## config.mk

```make
export PLATFORM = sky130hd
export DESIGN_NAME = oneapi_axi_to_avalon_frame_gasket
export DESIGN_NICKNAME = d
export VERILOG_FILES = /design/src/rtl/oneapi_axi_to_avalon_frame_gasket.sv
export SDC_FILE = /design/constraint.sdc
export NUM_CORES = 1
export LEC_CHECK = 0
export BUFFER_PORTS_ARGS = -buffer_cell sky130_fd_sc_hd__buf_4
export CORE_UTILIZATION = 58
export DETAILED_ROUTE_END_ITERATION = 8
export HOLD_SLACK_MARGIN = 0.05
export PLACE_DENSITY = 0.79
export REMOVE_ABC_BUFFERS = 1
export SLEW_MARGIN = 20
export SYNTH_ARGS = -nofsm -noshare
export SYNTH_HDL_FRONTEND = slang
export SYNTH_SLANG_ARGS = --single-unit
```

## constraint.sdc

```tcl
create_clock -name csi_clk -period 2.4 [get_ports csi_clk]
set_input_delay 0.36 -clock csi_clk [delete_from_list [all_inputs] [get_ports csi_clk]]
set_output_delay 0.36 -clock csi_clk [all_outputs]
set_load 0.05 [all_outputs]
```

## src/rtl/oneapi_axi_to_avalon_frame_gasket.sv

```systemverilog
`default_nettype none
// +-----------------------------------------------------------------------------+
// | oneapi_axi_to_avalon_frame_gasket                                           |
// | AXI4-Stream video to Avalon-ST packets: width conversion, EOP policy,       |
// | SOF resync, one-beat hold register and an output FWFT FIFO.                 |
// | Revision: 1.0                                                               |
// +-----------------------------------------------------------------------------+
module oneapi_axi_to_avalon_frame_gasket #(
  parameter int PARALLEL_PIXELS      = 1,
  parameter int CHANNELS             = 3,
  parameter int BITS_PER_CHANNEL_AXI = 8,
  parameter int BITS_PER_CHANNEL_AV  = 8,
  parameter int TUSER_BITS           = 3,
  parameter int EMPTY_BITS           = 2,
  parameter int MASK_OUT             = 'hff,
  parameter int FIFO_DEPTH           = 4,
  parameter int EOP_MODE             = 0,
  parameter int FRAME_LINES          = 1080,
  localparam int BITS_AXI = PARALLEL_PIXELS * CHANNELS * BITS_PER_CHANNEL_AXI,
  localparam int BITS_AV  = PARALLEL_PIXELS * CHANNELS * BITS_PER_CHANNEL_AV
) (
  input  logic                  csi_clk,
  input  logic                  rsi_reset_n,
  output logic                  axs_tready,
  input  logic                  axs_tvalid,
  input  logic [BITS_AXI-1:0]   axs_tdata,
  input  logic                  axs_tlast,
  input  logic [TUSER_BITS-1:0] axs_tuser,
  input  logic                  aso_ready,
  output logic                  aso_valid,
  output logic [BITS_AV-1:0]    aso_data,
  output logic                  aso_startofpacket,
  output logic                  aso_endofpacket,
  output logic [EMPTY_BITS-1:0] aso_empty,
  output logic                  stat_early_sof,
  output logic                  stat_dropped
);

  localparam int c_AW = $clog2(FIFO_DEPTH);
  localparam int c_LW = (FRAME_LINES > 1) ? $clog2(FRAME_LINES) : 1;
  localparam int c_FW = BITS_AV + 2;
  localparam logic [c_LW-1:0] c_LAST_LINE = c_LW'(FRAME_LINES - 1);
  localparam logic [c_AW:0]   c_DEPTH     = (c_AW + 1)'(FIFO_DEPTH);
  localparam logic [BITS_PER_CHANNEL_AV-1:0] c_MASK = BITS_PER_CHANNEL_AV'(MASK_OUT);

  localparam logic [0:0] c_WAIT_SOF = 1'b0;
  localparam logic [0:0] c_IN_FRAME = 1'b1;

  logic [0:0]         r_state;
  logic [c_LW-1:0]    r_line_cnt;
  logic               r_expect_sof;
  logic               r_h_valid;
  logic               r_h_sop;
  logic               r_h_eop;
  logic [BITS_AV-1:0] r_h_data;
  logic               r_stat_early;
  logic               r_stat_drop;

  logic [c_FW-1:0]    r_mem [FIFO_DEPTH];
  logic [c_AW-1:0]    r_wptr;
  logic [c_AW-1:0]    r_rptr;
  logic [c_AW:0]      r_count;

  logic [BITS_AV-1:0] w_conv;
  logic               w_fifo_full;
  logic               w_fifo_empty;
  logic               w_accept;
  logic               w_sof;
  logic               w_drop;
  logic               w_load;
  logic               w_early;
  logic               w_frame_start;
  logic               w_new_sop;
  logic               w_new_eop;
  logic [c_LW-1:0]    w_line_eff;
  logic [c_LW-1:0]    w_line_next;
  logic               w_line_last;
  logic               w_push;
  logic               w_push_eop;
  logic               w_pop;
  logic [c_FW-1:0]    w_head;
  logic               w_unused;

  // Truncate by slicing the input LSBs, widen by zero-extension, then mask.
  for (genvar p = 0; p < PARALLEL_PIXELS; p++) begin : g_pix
    for (genvar c = 0; c < CHANNELS; c++) begin : g_ch
      localparam int c_IDX = p * CHANNELS + c;
      logic [BITS_PER_CHANNEL_AV-1:0] w_ext;
      if (BITS_PER_CHANNEL_AV <= BITS_PER_CHANNEL_AXI) begin : g_trunc
        assign w_ext = axs_tdata[c_IDX*BITS_PER_CHANNEL_AXI +: BITS_PER_CHANNEL_AV];
      end else begin : g_zext
        assign w_ext = {{(BITS_PER_CHANNEL_AV - BITS_PER_CHANNEL_AXI){1'b0}},
                        axs_tdata[c_IDX*BITS_PER_CHANNEL_AXI +: BITS_PER_CHANNEL_AXI]};
      end
      assign w_conv[c_IDX*BITS_PER_CHANNEL_AV +: BITS_PER_CHANNEL_AV] = w_ext & c_MASK;
    end
  end

  assign w_unused     = ^{axs_tuser, axs_tdata};

  assign w_fifo_full  = (r_count == c_DEPTH);
  assign w_fifo_empty = (r_count == '0);
  assign axs_tready   = !r_h_valid | !w_fifo_full;

  assign w_accept = axs_tvalid & axs_tready;
  assign w_sof    = axs_tuser[0];
  assign w_drop   = w_accept & (r_state == c_WAIT_SOF) & !w_sof;
  assign w_load   = w_accept & !w_drop;
  assign w_early  = w_accept & (r_state == c_IN_FRAME) & w_sof & !r_expect_sof & r_h_valid;

  // A missing SOF after EOP still opens a packet so SOP/EOP always pair.
  assign w_frame_start = (r_state == c_WAIT_SOF) | w_sof;
  assign w_new_sop     = w_frame_start | r_expect_sof;
  assign w_line_eff    = w_frame_start ? '0 : r_line_cnt;
  assign w_line_last   = (w_line_eff == c_LAST_LINE);
  assign w_new_eop     = (EOP_MODE == 1) ? (axs_tlast & w_line_last) : axs_tlast;

  always_comb begin
    w_line_next = w_line_eff;
    if (axs_tlast) begin
      if ((EOP_MODE == 1) && w_line_last) begin
        w_line_next = '0;
      end else begin
        w_line_next = w_line_eff + c_LW'(1);
      end
    end
  end

  // H leaves when displaced by a new beat, or on its own once it carries EOP.
  assign w_push     = r_h_valid & !w_fifo_full & (w_load | r_h_eop);
  assign w_push_eop = r_h_eop | w_early;
  assign w_pop      = !w_fifo_empty & aso_ready;

  always_ff @(posedge csi_clk or negedge rsi_reset_n) begin
    if (!rsi_reset_n) begin
      r_state      <= c_WAIT_SOF;
      r_line_cnt   <= '0;
      r_expect_sof <= 1'b0;
      r_h_valid    <= 1'b0;
      r_h_sop      <= 1'b0;
      r_h_eop      <= 1'b0;
      r_h_data     <= '0;
      r_stat_early <= 1'b0;
      r_stat_drop  <= 1'b0;
    end else begin
      r_stat_early <= w_early;
      r_stat_drop  <= w_drop;
      if (w_load) begin
        r_state      <= c_IN_FRAME;
        r_line_cnt   <= w_line_next;
        r_expect_sof <= w_new_eop;
        r_h_valid    <= 1'b1;
        r_h_sop      <= w_new_sop;
        r_h_eop      <= w_new_eop;
        r_h_data     <= w_conv;
      end else if (w_push) begin
        r_h_valid    <= 1'b0;
      end
    end
  end

  always_ff @(posedge csi_clk or negedge rsi_reset_n) begin
    if (!rsi_reset_n) begin
      r_wptr  <= '0;
      r_rptr  <= '0;
      r_count <= '0;
    end else begin
      if (w_push) begin
        r_wptr <= r_wptr + c_AW'(1);
      end
      if (w_pop) begin
        r_rptr <= r_rptr + c_AW'(1);
      end
      if (w_push && !w_pop) begin
        r_count <= r_count + (c_AW + 1)'(1);
      end else if (!w_push && w_pop) begin
        r_count <= r_count - (c_AW + 1)'(1);
      end
    end
  end

  always_ff @(posedge csi_clk) begin
    if (w_push) begin
      r_mem[r_wptr] <= {r_h_sop, w_push_eop, r_h_data};
    end
  end

  // Outputs are gated by valid so an empty FIFO presents all-zero sideband.
  assign w_head            = r_mem[r_rptr];
  assign aso_valid         = !w_fifo_empty;
  assign aso_data          = aso_valid ? w_head[BITS_AV-1:0] : '0;
  assign aso_startofpacket = aso_valid & w_head[c_FW-1];
  assign aso_endofpacket   = aso_valid & w_head[c_FW-2];
  assign aso_empty         = '0;
  assign stat_early_sof    = r_stat_early;
  assign stat_dropped      = r_stat_drop;

endmodule
`default_nettype wire

```

==> flow_metrics.py, run 1 <==
metrics = {
    "critical_path": {
        "timing.rr.start": "r_count[0]",
        "rr_endpoint": "r_count[2]",
        "arrival_ns": 1.99,
        "crit_type": "register to output pin",
        "cp.required_ns": 2.04,
        "start_kind": "register",
        "reg2reg_depth": 8,
        "crit_path_end_kind": "output pin",
        "r2r_slack_ns": 0.28,
        "path_max_fanout": 7,
    },
    "detailed_routing": {
        "wirelength_um": 9950,
        "detail_route.vias_per_cell": 5.38,
        "final_antenna_net_count": 0,
        "dr.pass1.iters": 4,
        "drc": 0,
        "routedWlPerCell_um": 19.7,
        "via_count": 2721,
        "drt_iter0_markers": 92,
    },
    "timing": {
        "finalCriticalPeriod_ns": 2.35,
        "fmax_mhz": 425,
        "relSlewSlack_pct": 64.9,
        "finalCritPeriodShare_pct": 98.1,
        "finalClockSkew_ns": 0.00887,
        "finalHoldViolCount": 0,
        "setup_violations": 0,
        "rsz0062_at_grt": "true",
        "tightest_slew_ns": 0.526,
        "slew_violations": 0,
    },
    "clocking": {
        "cts_root_buf": "clkbuf_8",
        "clk_latency_ns": 0.50,
        "cts_sinks": 141,
        "cts_max_path_buffers": 2,
        "cts_tree": "yes",
        "path_clk_slew_ns": 0.06,
        "h-tree-depth": 4,
        "cts_made_buffers": 17,
    },
    "layout": {
        "area.sequential_um2": 4050,
        "final_area_um2": 7080,
        "final_cells": 506,
        "syn2layout_area_growth_pct": 25.1,
        "antenna_cells": 0,
        "drive_gt1_share_pct": 49.3,
        "multi_input_area_um2": 1480,
        "n_fill_cell": 504,
        "nNetsFinal": 402,
    },
    "synth": {
        "synth.most_common_cell": "edfxtp_1",
        "synth_seq_cells": 141,
        "yosysWarnings": 0,
        "syn_area_per_cell_um2": 20.5,
        "synth_edf_count": 104,
        "synth_flop_cell": "edfxtp_1",
        "yosysSeqAreaShare_pct": 71.5,
        "yosys-top-cells-area": "edfxtp_1 55%, dfrtp_1 16%, mux4_2 7.6%",
        "synth_common_cells": "104 x edfxtp_1, 37 x dfrtp_1, 30 x and2_1",
        "synth.cell_area_um2": 5660,
        "ys_types": 31,
        "async_flop_share_pct": 26.2,
        "synth_top_area_share_pct": 55.2,
        "postSynthCellCount": 276,
        "synth_top_cell_by_area": "edfxtp_1",
    },
    "floorplanning": {
        "rows": 35,
        "start_util_pct": 60.7,
        "dieArea_um2": 10200,
        "die_w_um": 101,
        "core_um2": 9330,
        "io_pins": 64,
        "die_h_um": 101,
    },
    "pwr": {
        "p_per_area_nw_per_um2": 1590,
        "p_leak_nw": 2.74,
        "max-vdd-ir-drop_uv": 869,
    },
    "placement": {
        "gp_congestion": 0.742,
        "placed_cells": 468,
        "io_buffers": 59,
        "dp_hpwl_um": 5590,
        "placed_area_um2": 6280,
    },
    "global_route": {
        "grt_max_degree": 38,
        "grt-ovfl-total": 0,
        "antenna_found_initial": 0,
        "grt_use_total_pct": 21.3,
        "grt_pass1_wl_um": 15200,
        "grt_pass1_vias": 2951,
    },
    "flow_run": {
        "max_cap_violations": 0,
    },
    "hold_path": {
        "hold_end": "r_h_eop",
        "min-delay-path-class": "primary input to register",
        "worstHoldPathCells": 2,
        "worstHoldStart": "axs_tlast",
    },
    "outcome": {
        "status": "finished clean",
    },
}
-- layout make-up --
type | instances | area share, %
timing repair buffer | 81 | 11.0
tap | 129 | 2.28
multi-input combinational | 117 | 20.9
inverter | 6 | 0.318
sequential | 141 | 57.2
clock inverter | 15 | 2.42
clock buffer | 17 | 5.85
-- registers in the layout (all words and copies together), names as in the netlist --
register	flops
r_h_valid	1
r_count	3
r_state	1
r_h_sop	1
r_wptr	2
r_h_data	24
r_h_eop	1
r_mem	104
stat_dropped	1
stat_early_sof	1
r_rptr	2
-- worst max-delay path by stage --
| stage | from | end | slack [ns] | cells after the start |
|---|---|---|---|---|
| floorplan | r_rptr[0] | aso_data[10] | -0.09 | 2 |
| global placement | r_rptr[0] | aso_data[2] | 0.37 | 4 |
| detailed placement | r_count[0] | r_count[2] | 0.31 | 8 |
| CTS | r_rptr[0] | aso_data[4] | -0.05 | 5 |
| global route | r_rptr[0] | aso_data[19] | -0.005 | 5 |
| finish | r_rptr[0] | aso_data[23] | 0.05 | 5 |
-- repair_timing --
item | CTS | global route
endpoints found under the hold margin | 37 | 0
hold buffers | 1 | 0
cloned | 1 | 0
pin swaps | 0 | 0
buffers inserted | 4 | 1
setup endpoints to repair | 22 | 25
gates resized for setup | 40 | 18
-- where the power goes --
part	switching, mW	internal [mW]	leakage (nW)	total, mW
Combinational	2.70	2.22	1.08	4.92
Clock	0.951	1.58	0.281	2.53
Sequential	0.340	3.51	1.38	3.85
Total	3.99	7.31	2.74	11.3
-- per-stage QoR --
| step | TNS (ns) | hold WS (ns) | utilization (%) | power, mW | worst slack (ns) |
|---|---|---|---|---|---|
| 2_1_floorplan | -1.63 | 0.0644 | - | 6.78 | -0.0912 |
| 3_3_place_gp | 0 | 0.380 | 67.4 | 7.98 | 0.367 |
| 3_5_place_dp | 0 | 0.383 | 67.4 | 8.11 | 0.306 |
| 4_1_cts | -0.467 | 0.0603 | 75.3 | 11.2 | -0.0537 |
| 5_1_grt | -0.00673 | 0.0608 | 75.9 | 11.8 | -0.00454 |
| 6_report | 0 | 0.0867 | 75.9 | 11.3 | 0.0459 |
-- cell usage in the layout, fill, tap and decap left out, types with 3 or more instances in the layout --
master        n
and2_1       14
and2_4       16
buf_12        5
buf_4        48
buf_6        25
bufinv_16     3
clkbuf_16    16
clkinv_2      4
clkinv_4      3
clkinvlp_4    3
dfrtp_1      36
edfxtp_1    104
ha_1          5
inv_1         6
mux2_2        7
mux2_4       20
mux4_2       25
nand2_1       4
nor2_1        4
xnor2_1       4
-- critical path, cell delays in order, from the launching register on --
cell,delay [ns]
dfrtp_2,0.37
buf_12,0.14
buf_12,0.13
mux4_2,0.50
and2_1,0.19
buf_6,0.15
-- metal layers --
| metal | share of wire (%) | wire length, µm | GRT usage, % | vias up |
|---|---|---|---|---|
| li1 | - | - | - | 1237 |
| met1 | 42 | 4130 | 26.8 | 1410 |
| met2 | 53 | 5270 | 35.1 | 68 |
| met3 | 4.8 | 475 | 6.31 | 6 |
| met4 | 0.68 | 68 | 8.47 | 0 |
| met5 | 0 | 0 | 0 | - |
-- kinds of logic after synthesis --
| logic type | Yosys count | synth area share (%) |
|---|---|---|
| AO/OA/AOI/OAI | 5 | 0.906 |
| XOR/XNOR | 6 | 0.928 |
| adder cells (fa/ha/maj) | 6 | 1.46 |
| buffers and inverters | 19 | 2.74 |
| flip-flops | 141 | 71.5 |
| multiplexers | 54 | 17.7 |
| other | 1 | 0.0662 |
| AND/OR/NAND/NOR | 44 | 4.71 |
No activity file was read; power rests on OpenSTA's default activity.
==> run 2: changes to the inputs <==
--- a/config.mk
+++ b/config.mk
@@ -6,10 +6,10 @@
 export NUM_CORES = 1
 export LEC_CHECK = 0
 export BUFFER_PORTS_ARGS = -buffer_cell sky130_fd_sc_hd__buf_4
-export CORE_UTILIZATION = 58
+export CORE_UTILIZATION = 52
 export DETAILED_ROUTE_END_ITERATION = 8
 export HOLD_SLACK_MARGIN = 0.05
-export PLACE_DENSITY = 0.79
+export PLACE_DENSITY = 0.72
 export REMOVE_ABC_BUFFERS = 1
 export SLEW_MARGIN = 20
 export SYNTH_ARGS = -nofsm -noshare
==> constraint.sdc (replaced) <==
create_clock -name csi_clk -period 2.43 [get_ports csi_clk]
set_input_delay 0.3645 -clock csi_clk [delete_from_list [all_inputs] [get_ports csi_clk]]
set_output_delay 0.3645 -clock csi_clk [all_outputs]
set_load 0.05 [all_outputs]
==> flow_metrics.py, run 2 (same netlist as run 1, synthesis figures left out) <==
metrics = {
    "outcome": {
        "status": "finished clean",
    },
    "detailed_routing": {
        "drc": 0,
        "drt_iter0_markers": 140,
        "final_antenna_net_count": 0,
        "via_count": 2691,
        "wirelength_um": 9550,
        "detail_route.vias_per_cell": 5.29,
        "dr.pass1.iters": 4,
        "routedWlPerCell_um": 18.8,
    },
    "timing": {
        "fmax_mhz": 423,
        "setup_violations": 0,
        "finalCriticalPeriod_ns": 2.36,
        "setup_ws_ns": 0.0666,
        "relSlewSlack_pct": 28.9,
        "slew_violations": 0,
        "tightest_slew_ns": 1.06,
        "rsz0062_at_grt": "true",
        "finalHoldViolCount": 0,
        "finalClockSkew_ns": 0.00831,
        "finalCritPeriodShare_pct": 97.3,
    },
    "clocking": {
        "h-tree-depth": 4,
        "cts_max_path_buffers": 2,
        "cts_root_buf": "clkbuf_8",
        "clk_latency_ns": 0.50,
        "cts_sinks": 141,
        "cts_tree": "yes",
        "cts_made_buffers": 17,
        "path_clk_slew_ns": 0.06,
    },
    "hold_path": {
        "worstHoldStart": "axs_tdata[17]",
        "min-delay-path-class": "primary input to register",
    },
    "layout": {
        "most-common-layout-cells": "104 x edfxtp_1, 56 x buf_4, 35 x dfrtp_1",
        "drive_gt1_share_pct": 44.5,
        "reg_top3": "r_mem (104), r_h_data (24), r_count (3)",
        "final_common_cell": "edfxtp_1",
        "antenna_cells": 0,
        "syn2layout_area_growth_pct": 23.9,
        "n_fill_cell": 717,
        "final_cells": 509,
        "nNetsFinal": 398,
        "largest_reg_flops": 104,
        "regMostFlops": "r_mem",
        "post-route-util_pct": 67.1,
    },
    "pwr": {
        "p_per_area_nw_per_um2": 1530,
        "combPwrFrac_pct": 41.6,
        "clkPwrFrac_pct": 22.8,
        "p_sw_share_pct": 35.8,
        "max-vdd-ir-drop_uv": 909,
        "power.internal_mw": 6.88,
        "p_leak_nw": 2.70,
        "power_frac_seq_pct": 35.6,
        "p_total_mw": 10.7,
        "p_switching_mw": 3.84,
    },
    "placement": {
        "gp_congestion": 0.685,
        "placed_cells": 473,
        "io_buffers": 59,
        "dp_hpwl_um": 5680,
        "pre_cts_ws_ns": 0.201,
    },
    "floorplanning": {
        "io_pins": 64,
        "rows": 37,
        "start_util_pct": 54.1,
        "core_um2": 10500,
        "die_w_um": 106,
        "dieArea_um2": 11300,
        "die_h_um": 106,
    },
    "critical_path": {
        "start_kind": "register",
        "arrival_ns": 2.00,
        "reg2reg_depth": 4,
        "critPathCapture": "aso_startofpacket",
        "crit_type": "register to output pin",
        "crit_path_end_kind": "output pin",
        "path_max_fanout": 11,
        "r2r_slack_ns": 0.25,
        "rr_endpoint": "r_h_data[12]",
        "cp.required_ns": 2.07,
        "timing.rr.start": "r_count[2]",
        "crit_path_start": "r_rptr[0]",
    },
    "flow_run": {
        "max_cap_violations": 0,
    },
    "global_route": {
        "grt_max_degree": 38,
        "grt-ovfl-total": 0,
        "grt_pass1_vias": 2762,
        "grt_pass1_wl_um": 15100,
        "antenna_found_initial": 0,
        "grt_use_total_pct": 18.6,
    },
}
run 2: power by group through the flow:
stage                     logic [mW]  clock network, mW  registers [mW]
after detailed placement        4.22                  0            3.85
after global routing            4.72               2.58            3.89
after CTS                       4.37               2.48            3.82
after global placement          4.17                  0            3.80
after floorplan                 2.82                  0            3.87
final                           4.46               2.45            3.81
run 2: worst min path at each step:
stage                     slack [ns]  cells past startpoint      endpoint
after detailed placement        0.38                      1  r_h_data[21]
final                           0.09                      2  r_h_data[17]
after global placement          0.39                      1  r_h_data[21]
after floorplan                 0.07                      0    r_count[0]
after CTS                       0.07                      2  r_h_data[12]
after global routing            0.07                      2   r_h_data[0]
run 2: area by class of cell:
| type | instances | area, µm² | area share (%) |
|---|---|---|---|
| flip-flops and latches | 141 | 4050 | 57.7 |
| multi-input cells | 117 | 1470 | 21.0 |
| inverters | 6 | 22.5 | 0.321 |
| repair buffers | 77 | 729 | 10.4 |
| well taps | 136 | 170 | 2.43 |
| clock inverters | 14 | 144 | 2.05 |
| clock buffers | 18 | 428 | 6.10 |
run 2: critical path: stages, from the launching register on:
cell and delay (ns):
dfrtp_2 0.40, buf_8 0.18, mux4_1 0.56, and2_1 0.18, buf_4 0.19
run 2: routing by layer:
metal  routed length [µm]  vias up  GRT usage, %
li1                     -     1232             -
met5                    0        -             0
met4                   55        0          7.14
met2                 4820       59          29.5
met3                  261        6          3.49
met1                 4410     1394          25.9
run 2: repair_timing:
| action | in CTS | in global routing |
|---|---|---|
| endpoints found under the setup margin | 10 | 17 |
| gates resized for setup | 3 | 15 |
| hold buffers | 1 | 0 |
| setup buffers | 3 | 0 |
| endpoints found under the hold margin | 37 | 0 |
run 2: per-stage QoR:
step           area (µm²)  hold slack, ns  TNS, ns
6_report             7020          0.0901        0
3_5_place_dp         6310           0.382        0
4_1_cts              6970          0.0676        0
2_1_floorplan        5530          0.0689   -0.911
3_3_place_gp         6310           0.386        0
5_1_grt              7020          0.0684  -0.0562
==> run 3: changes to the inputs <==
--- a/config.mk
+++ b/config.mk
@@ -5,11 +5,11 @@
 export SDC_FILE = /design/constraint.sdc
 export NUM_CORES = 1
 export LEC_CHECK = 0
-export BUFFER_PORTS_ARGS = -buffer_cell sky130_fd_sc_hd__buf_4
-export CORE_UTILIZATION = 52
+export CORE_UTILIZATION = 40
 export DETAILED_ROUTE_END_ITERATION = 8
+export DONT_BUFFER_PORTS = 1
 export HOLD_SLACK_MARGIN = 0.05
-export PLACE_DENSITY = 0.72
+export PLACE_DENSITY = 0.54
 export REMOVE_ABC_BUFFERS = 1
 export SLEW_MARGIN = 20
 export SYNTH_ARGS = -nofsm -noshare
==> flow_metrics.py, run 3 (same netlist as run 1, synthesis figures left out) <==
metrics = {
    "critical_path": {
        "cp.depth": 4,
        "cpLargestDelayFamily": "simple AND/OR/NAND/NOR gates",
        "cp_slowest_stage_delay_ns": 0.50,
        "path_cells": "or3_2 > buf_8 > and2_1 > buf_12",
        "reg2reg_depth": 8,
        "crit_path_end_kind": "output pin",
        "start_kind": "register",
        "critPathSlowestCell": "or3_2",
        "crit_type": "register to output pin",
        "cp.required_ns": 2.07,
        "crit_buf_inv": 2,
        "arrival_ns": 1.98,
        "r2r_slack_ns": 0.24,
        "path_max_fanout": 28,
    },
    "layout": {
        "final_common_cell": "edfxtp_1",
        "regMostFlops": "r_mem",
        "n_fill_cell": 1123,
        "drive_gt1_share_pct": 35.2,
        "largest_reg_flops": 104,
        "nNetsFinal": 352,
        "most-common-layout-cells": "104 x edfxtp_1, 35 x dfrtp_1, 26 x and2_1",
        "syn2layout_area_growth_pct": 22.0,
        "reg_top3": "r_mem (104), r_h_data (24), r_count (3)",
    },
    "detailed_routing": {
        "drt_iter0_markers": 122,
        "dr.pass1.iters": 4,
        "wirelength_um": 9730,
        "via_count": 2503,
        "routedWlPerCell_um": 19.1,
        "drc": 0,
        "detail_route.vias_per_cell": 4.92,
        "final_antenna_net_count": 0,
    },
    "floorplanning": {
        "io_pins": 64,
        "die_h_um": 121,
        "die_w_um": 121,
        "dieArea_um2": 14600,
        "start_util_pct": 40.9,
        "rows": 43,
        "core_um2": 13800,
    },
    "timing": {
        "fmax_mhz": 427,
        "setup_violations": 0,
        "slew_violations": 0,
        "relSlewSlack_pct": 49.7,
        "finalCriticalPeriod_ns": 2.34,
        "finalCritPeriodShare_pct": 96.3,
        "setup_ws_ns": 0.0891,
        "tightest_slew_ns": 0.754,
        "finalHoldViolCount": 0,
        "finalClockSkew_ns": 0.00758,
        "rsz0062_at_grt": "false",
    },
    "placement": {
        "io_buffers": 0,
        "pre_cts_ws_ns": 0.245,
        "gp_congestion": 0.682,
        "dp_hpwl_um": 5630,
    },
    "clocking": {
        "cts_root_buf": "clkbuf_16",
        "clk_latency_ns": 0.41,
        "post_cts.repair.setup_buffers": 0,
        "path_clk_slew_ns": 0.06,
        "cts_max_path_buffers": 2,
        "h-tree-depth": 4,
        "cts_sinks": 141,
        "cts_tree": "yes",
        "cts_made_buffers": 17,
    },
    "global_route": {
        "grt_pass1_wl_um": 15400,
        "grt_pass1_vias": 2761,
        "grt_use_total_pct": 15.1,
        "grt_max_degree": 38,
        "grt-ovfl-total": 0,
        "antenna_found_initial": 2,
    },
    "flow_run": {
        "max_cap_violations": 0,
    },
    "outcome": {
        "status": "finished clean",
    },
    "hold_path": {
        "worstHoldPathCells": 1,
        "min-delay-path-class": "primary input to register",
    },
}
==> run 3: cell count changes in the layout (fill, tap and decap cells not counted), moves of 2 or more <==
cell and delta:
inv_6 -2, buf_6 -11, clkinv_1 +2, and2_2 +4, buf_4 -52, clkinvlp_4 -4
and2_4 -4, buf_12 +16, clkbuf_1 +4, diode_2 +2
==> run 3: cell type report <==
| type | instances | area (µm²) | share of cell area, % |
|---|---|---|---|
| antenna | 2 | 5.00 | 0.0725 |
| tap | 180 | 225 | 3.26 |
| inverter | 6 | 22.5 | 0.326 |
| multi-input combinational | 117 | 1470 | 21.3 |
| clock inverter | 8 | 90.1 | 1.30 |
| clock buffer | 24 | 482 | 6.97 |
| sequential | 141 | 4050 | 58.7 |
| timing repair buffer | 31 | 563 | 8.15 |
==> run 3: worst paths after layout <==
check | to | from
max in group asynchronous | r_count[0] | rsi_reset_n
worst max-delay path | aso_data[23] | r_count[0]
worst min-delay path | r_h_data[21] | axs_tdata[21]
worst min register to register | stat_early_sof | r_h_eop
min in group asynchronous | r_h_data[21] | rsi_reset_n
worst max register to register | r_count[2] | r_count[0]
==> run 3: what timing repair did <==
item | 4_1_cts | 5_1_grt
endpoints found under the setup margin | 26 | 3
hold buffers | 2 | 0
endpoints found under the hold margin | 37 | 0
gates resized for setup | 1 | 2
==> run 3: metal layers <==
layer	track usage (%)	part of all wire, %	up-vias
met5	0	0	-
met3	5.92	5.6	16
met2	24.0	49	54
met4	7.41	1.7	0
li1	-	-	1145
met1	18.0	44	1288
==> run 3: metrics by stage <==
stage	area [µm²]	instances	hold WS, ns	utilization, %	setup TNS (ns)
finish	6910	509	0.0955	50.0	0
global route	6900	507	0.0712	49.9	0
CTS	6900	507	0.0695	49.9	0
detailed placement	6280	473	0.0702	45.4	0
global placement	6280	473	0.0705	45.4	0
floorplan	5530	264	0.0689	-	-0.911
Power of run 3 is left out: the tool's default activity adds up to more than one toggle a clock period on the data nets, which glitch-free logic cannot reach.
